## src/rtl/fetch_queue.sv

```systemverilog
// Instruction fetch unit: drives a synchronous instruction memory and buffers the
// returned words in a small FIFO, with single-cycle branch redirect and flush.
module fetch_queue #(
   parameter int ADDR_W   = 8,
   parameter int DEPTH    = 4,
   parameter int INST_W   = 32,
   parameter int RESET_PC = 0
) (
   input  logic                       clk,
   input  logic                       reset,
   output logic                       imem_rd,
   output logic [ADDR_W-1:0]          imem_addr,
   input  logic [INST_W-1:0]          imem_data,
   output logic                       inst_valid,
   output logic [INST_W-1:0]          inst,
   output logic [31:0]                inst_pc,
   input  logic                       inst_ready,
   input  logic                       br_valid,
   input  logic [31:0]                br_target,
   output logic [$clog2(DEPTH):0]     occupancy,
   output logic [31:0]                fetch_pc
);

   localparam int PTR_W = $clog2(DEPTH);
   localparam int CNT_W = PTR_W + 1;
   localparam logic [CNT_W:0] DEPTH_C = (CNT_W+1)'(DEPTH);

   logic [ADDR_W-1:0] fpc_q;
   logic [ADDR_W-1:0] infl_addr_q;
   logic              inflight_q;
   logic [CNT_W-1:0]  count_q;
   logic [CNT_W-1:0]  count_d;
   logic [PTR_W-1:0]  head_q;
   logic [PTR_W-1:0]  tail_q;

   logic [INST_W-1:0] inst_mem [DEPTH];
   logic [ADDR_W-1:0] addr_mem [DEPTH];

   logic [CNT_W:0]    pending;
   logic              issue;
   logic              push;
   logic              pop;
   logic [ADDR_W+1:0] head_byte;
   logic [ADDR_W+1:0] fetch_byte;
   logic              unused_ok;

   // Reserve a slot for the read already in flight so a push can never overflow.
   assign pending = {1'b0, count_q} + {{CNT_W{1'b0}}, inflight_q};
   assign issue   = !br_valid && (pending < DEPTH_C);
   assign push    = inflight_q && !br_valid;
   assign pop     = (count_q != '0) && inst_ready;

   assign imem_rd    = issue && !reset;
   assign imem_addr  = fpc_q;
   assign inst_valid = (count_q != '0) && !reset;
   assign occupancy  = reset ? '0 : count_q;
   assign inst       = inst_mem[head_q];
   assign head_byte  = {addr_mem[head_q], 2'b00};
   assign fetch_byte = {fpc_q, 2'b00};
   assign inst_pc    = 32'(head_byte);
   assign fetch_pc   = 32'(fetch_byte);

   assign unused_ok = ^{br_target[1:0], br_target[31:ADDR_W+2]};

   always_comb begin
      count_d = count_q;
      if (push && !pop) begin
         count_d = count_q + 1'b1;
      end else if (pop && !push) begin
         count_d = count_q - 1'b1;
      end
   end

   always_ff @(posedge clk) begin
      if (reset) begin
         fpc_q       <= ADDR_W'(RESET_PC);
         infl_addr_q <= '0;
         inflight_q  <= 1'b0;
         count_q     <= '0;
         head_q      <= '0;
         tail_q      <= '0;
      end else if (br_valid) begin
         // Flush wins over push and pop; the returning read is simply dropped.
         fpc_q      <= br_target[ADDR_W+1:2];
         inflight_q <= 1'b0;
         count_q    <= '0;
         head_q     <= '0;
         tail_q     <= '0;
      end else begin
         inflight_q <= issue;
         count_q    <= count_d;
         if (issue) begin
            fpc_q       <= fpc_q + 1'b1;
            infl_addr_q <= fpc_q;
         end
         if (push) begin
            tail_q <= tail_q + 1'b1;
         end
         if (pop) begin
            head_q <= head_q + 1'b1;
         end
      end
   end

   always_ff @(posedge clk) begin
      if (push && !reset) begin
         inst_mem[tail_q] <= imem_data;
         addr_mem[tail_q] <= infl_addr_q;
      end
   end

endmodule

```

## config.mk

```make
export PLATFORM = sky130hd
export DESIGN_NAME = fetch_queue
export DESIGN_NICKNAME = d
export VERILOG_FILES = /design/src/rtl/fetch_queue.sv
export SDC_FILE = /design/constraint.sdc
export NUM_CORES = 1
export LEC_CHECK = 0
export BUFFER_PORTS_ARGS = -buffer_cell sky130_fd_sc_hd__buf_4
export CORE_MARGIN = 1.5
export CORE_UTILIZATION = 45
export CTS_CLUSTER_SIZE = 30
export DETAILED_ROUTE_END_ITERATION = 10
export PLACE_DENSITY = 0.72
export SLEW_MARGIN = 20
export SYNTH_ARGS = -nofsm -noshare
export SYNTH_HDL_FRONTEND = slang
export SYNTH_SLANG_ARGS = --single-unit
```

## constraint.sdc

```tcl
create_clock -name clk -period 2.8 [get_ports clk]
set_input_delay 0.28 -clock clk [delete_from_list [all_inputs] [get_ports clk]]
set_output_delay 0.28 -clock clk [all_outputs]
set_load 0.02 [all_outputs]
```

### Word-level counts from Yosys, hierarchy flattened

Memories as Yosys holds them, arrays and structs flattened. A register that Yosys moved wholly into a read port is not among the register bits.
Cells that the tools add are included.

| cells by class | value |
|---|---|
| multiplexer cells | 11 |
| magnitude comparators | 1 |
| reduce and logical (&&, ||, !) cells | 17 |
| bitwise gates (word level) | 1 |
| $add $sub $neg | 6 |

Operator list:

| kind | number |
|---|---|
| 8-bit two-way mux | 2 |
| 3-bit two-way mux | 3 |
| 8-bit by 1-bit adder with 8-bit output (second input constant) | 1 |
| 1-bit logical AND | 8 |
| 2-bit two-way mux | 4 |
| 2-bit by 1-bit adder with 2-bit output (second input constant) | 2 |
| 3-bit by 1-bit adder with 4-bit output | 1 |
| 1-bit logical NOT | 4 |
| 4-bit by 3-bit < comparator with 1-bit output (second input constant) | 1 |
| 2-bit nonzero test | 2 |
| 3-bit by 1-bit adder with 3-bit output (second input constant) | 1 |
| 3-bit nonzero test | 1 |
| 3-bit by 1-bit subtractor with 3-bit output (second input constant) | 1 |
| 1-bit two-way mux | 2 |
| 2-bit AND reduction | 1 |
| 2-bit OR reduction | 1 |
| 1-bit inverter | 1 |

| word-level totals | value |
|---|---|
| memories kept | 2 |
| logic and storage cells | 44 |
| RAM bits | 160 |
| input bits | 68 |
| output and inout port bits | 109 |
| register bits after elaboration | 24 |

Memory list:

| name | depth | width | rd ports | clocked after memory_dff | wr ports | RTL line | text |
|---|---|---|---|---|---|---|---|
| inst_mem | 4 | 32 | 1 | 1 | 1 | 36 | `logic [INST_W-1:0] inst_mem [DEPTH];` |
| addr_mem | 4 | 8 | 1 | 1 | 1 | 37 | `logic [ADDR_W-1:0] addr_mem [DEPTH];` |

### Longest topological paths before layout

| depth | value |
|---|---|
| depth in word-level cells | 6 |
| gate-level depth with buffers | 9 |
| gate-level depth less buffers | 7 |

### Least setup slack after synthesis

Ideal clock, no wire load.

| path | value |
|---|---|
| path type | input to register |
| start point | in br_valid |
| end point | mem addr_mem[0][0] (enable) |
| data required time | 2399 ps |
| setup slack | 490 ps |
| buffers on the path | 2 |
| stages on the path | 4 |
| library setup time | 401 ps |
| arrival | 1908 ps |
| cells stage by stage | clkbuf_1 > buf_2 > nor2_1 > and3_1 |

| on the way | value |
|---|---|
| cells in the longest elaborated chain, start to end | 5 |

RTL lines:

| item | RTL line | text |
|---|---|---|
| from (decl) | 18 | `input logic br_valid,` |
| 1-bit logical NOT | 50 | `assign push = inflight_q && !br_valid;` |
| 1-bit logical AND | 50 |  |
| 1-bit logical AND | 106 | `if (push && !reset) begin` |
| 1-bit two-way mux | 106 |  |
| 1-bit two-way mux (implied by the code) | 108 | `addr_mem[tail_q] <= infl_addr_q;` |
| to (decl) | 37 |  |

Every way passes these cells.

==> results.tsv <==
metric	value	unit
result_of_the_run	completed	
crit_top_cell	sky130_fd_sc_hd__buf_4	
post_synth_instance_area	0.007507	sq mm
timing.fmax	0.4222	GHz
grt_max_degree	41	
cell_types_with_the_largest_area_share_after_synthesis	sky130_fd_sc_hd__edfxtp_1, sky130_fd_sc_hd__mux4_2, sky130_fd_sc_hd__dfxtp_1	
setup_tns	0	ns
grt.total_usage	14.89	%
report.final.setup_viol	0	
ir_worst_vdd	0.4514	mV
cts_max_path_buffers	2	
worst_ep_arrival_time	2.09	ns
synth.top_cell.area_share	64.00	%
insertedDiodeCount	0	
grt_pass1_vias	3809	
finalNetCount	601	
worst_r2r_endpoint	count_q[2]$_SDFFE_PP0P_	
detail_route.first_pass.iterations	4	
synth-warning-count	0	
yosys_register_bits	186	
ctsHtreeMaxLevel	4	
starting_density_of_the_core	45.59	%
timing_hold_violations_final	0	
cts_sinks	186	
drtIter0Drc	218	
cp_slowest_stage_delay	0.63	ns
synth_edf_count	160	
timing.critical_path.slowest_stage_cell	sky130_fd_sc_hd__dfxtp_4	
layout-drive-gt1-share	36.55	%
num-fill-cells	1338	
die_height	132.2	microns
cts_resized	0	
reg2reg_from	count_q[0]$_SDFFE_PP0P_	
place_worst_setup_slack	0.5837	ns
tritoncts_clock_tree	yes	
critical_path_cell_list	buf_4 > mux4_2 > buf_4	
fin_util	54.27	%
drv.max_cap_violation_count	0	
clk_pin_slew_worst_paths	0.07	ns
p_per_area	663.8	mW/mm^2
postLayoutSetupSlackWorst	0.4313	ns
post_synth_inst_count	419	
r2r_cells	7	
worstHoldPathType	in2reg	
gpl.final_weighted_congestion	0.7529	
worst-endpoint-required	2.52	ns
clk-insertion-delay-late	0.43	ns
worstHoldEndpoint	inst_mem[2][14]$_DFFE_PP_	
startpoint_type	register	
multi_input_gate_area_in_the_final_layout	0.001815	sq mm
floorplan.die.width	132.2	microns
drt_drc_violations_left	0	
period_minus_slack	2.369	ns
synth-async-reset-ratio	0	%
via_per_inst	5.036	
overflow	0	
drt-wirelength-per-cell	16.74	microns
design.die.area	0.01747	sq mm
port_buffers	104	
rows	47	
pnr_total_power	5.932	mW
hold_buffers	0	
antenna_found_initial	0	
crit_fanout	22	
yosysSeqAreaShare	70.93	%
drt-total-wl	12710	microns
crit_type	reg2out	
grt_setup_unrepaired	no	
clock-root-buffer	sky130_fd_sc_hd__clkbuf_16	
portion_of_the_clock_cycle_consumed_by_the_worst_path_in_the_final_layout	84.60	%
maxSlewHeadroom	58.28	%
yosys_most_used_dff	sky130_fd_sc_hd__edfxtp_1	
synth_top_area_cell	sky130_fd_sc_hd__edfxtp_1	
finClkSkew	0.009672	ns
max_slew.worst_pin.slew	0.6258	ns
grt_first_pass_wirelength	19640	microns
power_leakage	3.158	nW
worstHoldPathCells	1	
synth_cell_types	47	
area.sequential	0.005330	sq mm
area.growth.synth_to_final	19.03	%
hp-start	imem_data[14]	
boundaryPins	177	
vias	3822	
remaining_number_of_nets_flagged_by_the_antenna_check_after_routing	0	
setup.reg_to_reg.worst_slack	0.57	ns
dp_hpwl	7870	microns
fp.coreArea	0.01647	sq mm
cts_inserted_buffers	17	
syn_avg_cell_area	17.92	sq um
category_of_the_worst_setup_path_capture_point	output port	
cts_post_setup_buffers_inserted	0	
final-max-slew-violation-count	0	
sequential cells by signal (all words and copies together) (netlist names), named ones only:
| name | cells |
|---|---|
| inst_mem | 128 |
| addr_mem | 32 |
| imem_addr | 8 |
| infl_addr_q | 8 |
| count_q | 3 |
| head_q | 2 |
| tail_q | 2 |
| inflight_q | 1 |
area by class of cell:
class | instances | area share (%)
Clock buffer | 17 | 4.761
Clock inverter | 15 | 2.198
Multi-Input combinational cell | 198 | 20.32
Tap cell | 220 | 3.080
Sequential cell | 186 | 59.65
Inverter | 8 | 0.3360
Timing Repair Buffer | 115 | 9.661
power breakdown:
part           switching (mW)  internal [mW]  total (mW)
registers              0.0417           3.04        3.08
logic                   0.216          0.151       0.367
clock network           0.993           1.49        2.49
total                    1.25           4.68        5.93
layout by cell type, fill, tap and decap left out, types with 4 or more instances in the layout:
master / count
sky130_fd_sc_hd__mux4_2: 40
sky130_fd_sc_hd__a21oi_1: 9
sky130_fd_sc_hd__and3_2: 4
sky130_fd_sc_hd__edfxtp_1: 160
sky130_fd_sc_hd__xor2_1: 4
sky130_fd_sc_hd__nor3_1: 4
sky130_fd_sc_hd__inv_1: 8
sky130_fd_sc_hd__nor2b_1: 4
sky130_fd_sc_hd__o21ai_0: 4
sky130_fd_sc_hd__clkbuf_16: 17
sky130_fd_sc_hd__ha_1: 6
sky130_fd_sc_hd__bufinv_16: 4
sky130_fd_sc_hd__buf_4: 115
sky130_fd_sc_hd__conb_1: 48
sky130_fd_sc_hd__nand2_1: 19
sky130_fd_sc_hd__dfxtp_1: 24
sky130_fd_sc_hd__nor2_1: 16
logic make-up (layout without fill, tap and decap cells):
group | count (synthesis) | in the layout | share of synthesized area [%]
other cells | 1 | 48 | 0.04995
compound gates | 30 | 30 | 3.050
flops | 186 | 186 | 70.93
mux | 42 | 42 | 12.27
simple gates | 65 | 65 | 4.433
fa+ha+maj | 7 | 7 | 1.267
xor+xnor | 6 | 6 | 0.7000
buf+inv | 82 | 155 | 7.300
synth_stat cells, drive strengths merged (3+ instances only):
cell type,instances
ha,6
nor3,4
dfxtp,26
o21ai,4
xor2,4
nor2b,4
and3,6
a311oi,3
edfxtp,160
nor2,16
buf,66
or3,3
clkbuf,8
nand3,3
a21oi,9
inv,8
mux4,40
nand2,19
layer usage:
layer	track usage, %	up-vias	wire length (microns)
met5	0	-	0
met4	5.617	0	193
met3	3.960	17	717
met2	25.57	145	6370
met1	18.09	1921	5426
li1	-	1739	-
critical path, delay by kind of cell (launching register included):
kind	cells	cell delay [ns]
buffers and inverters	2	0.48
multiplexers	1	0.54
flip-flops	1	0.63
worst max path at each step:
| stage | startpoint | endpoint | cells past startpoint |
|---|---|---|---|
| final | register | inst_pc[2] | 3 |
| after global routing | register | inst_pc[2] | 3 |
| after CTS | register | inst[7] | 3 |
| after detailed placement | count_q[0]$_SDFFE_PP0P_ | count_q[2]$_SDFFE_PP0P_ | 7 |
| after global placement | count_q[0]$_SDFFE_PP0P_ | count_q[2]$_SDFFE_PP0P_ | 7 |
| after floorplan | br_valid | addr_mem[0][0]$_DFFE_PP_ | 4 |
stage by stage:
| stage | hold slack [ns] | area, sq um | std cells |
|---|---|---|---|
| after floorplan | 0.3789 | 7684 | 466 |
| after global placement | 0.4722 | 8314 | 727 |
| after detailed placement | 0.4835 | 8314 | 727 |
| after CTS | 0.03137 | 8936 | 759 |
| after global routing | 0.03269 | 8936 | 759 |
| final | 0.04999 | 8936 | 759 |
(Power assumes the default switching activity.)
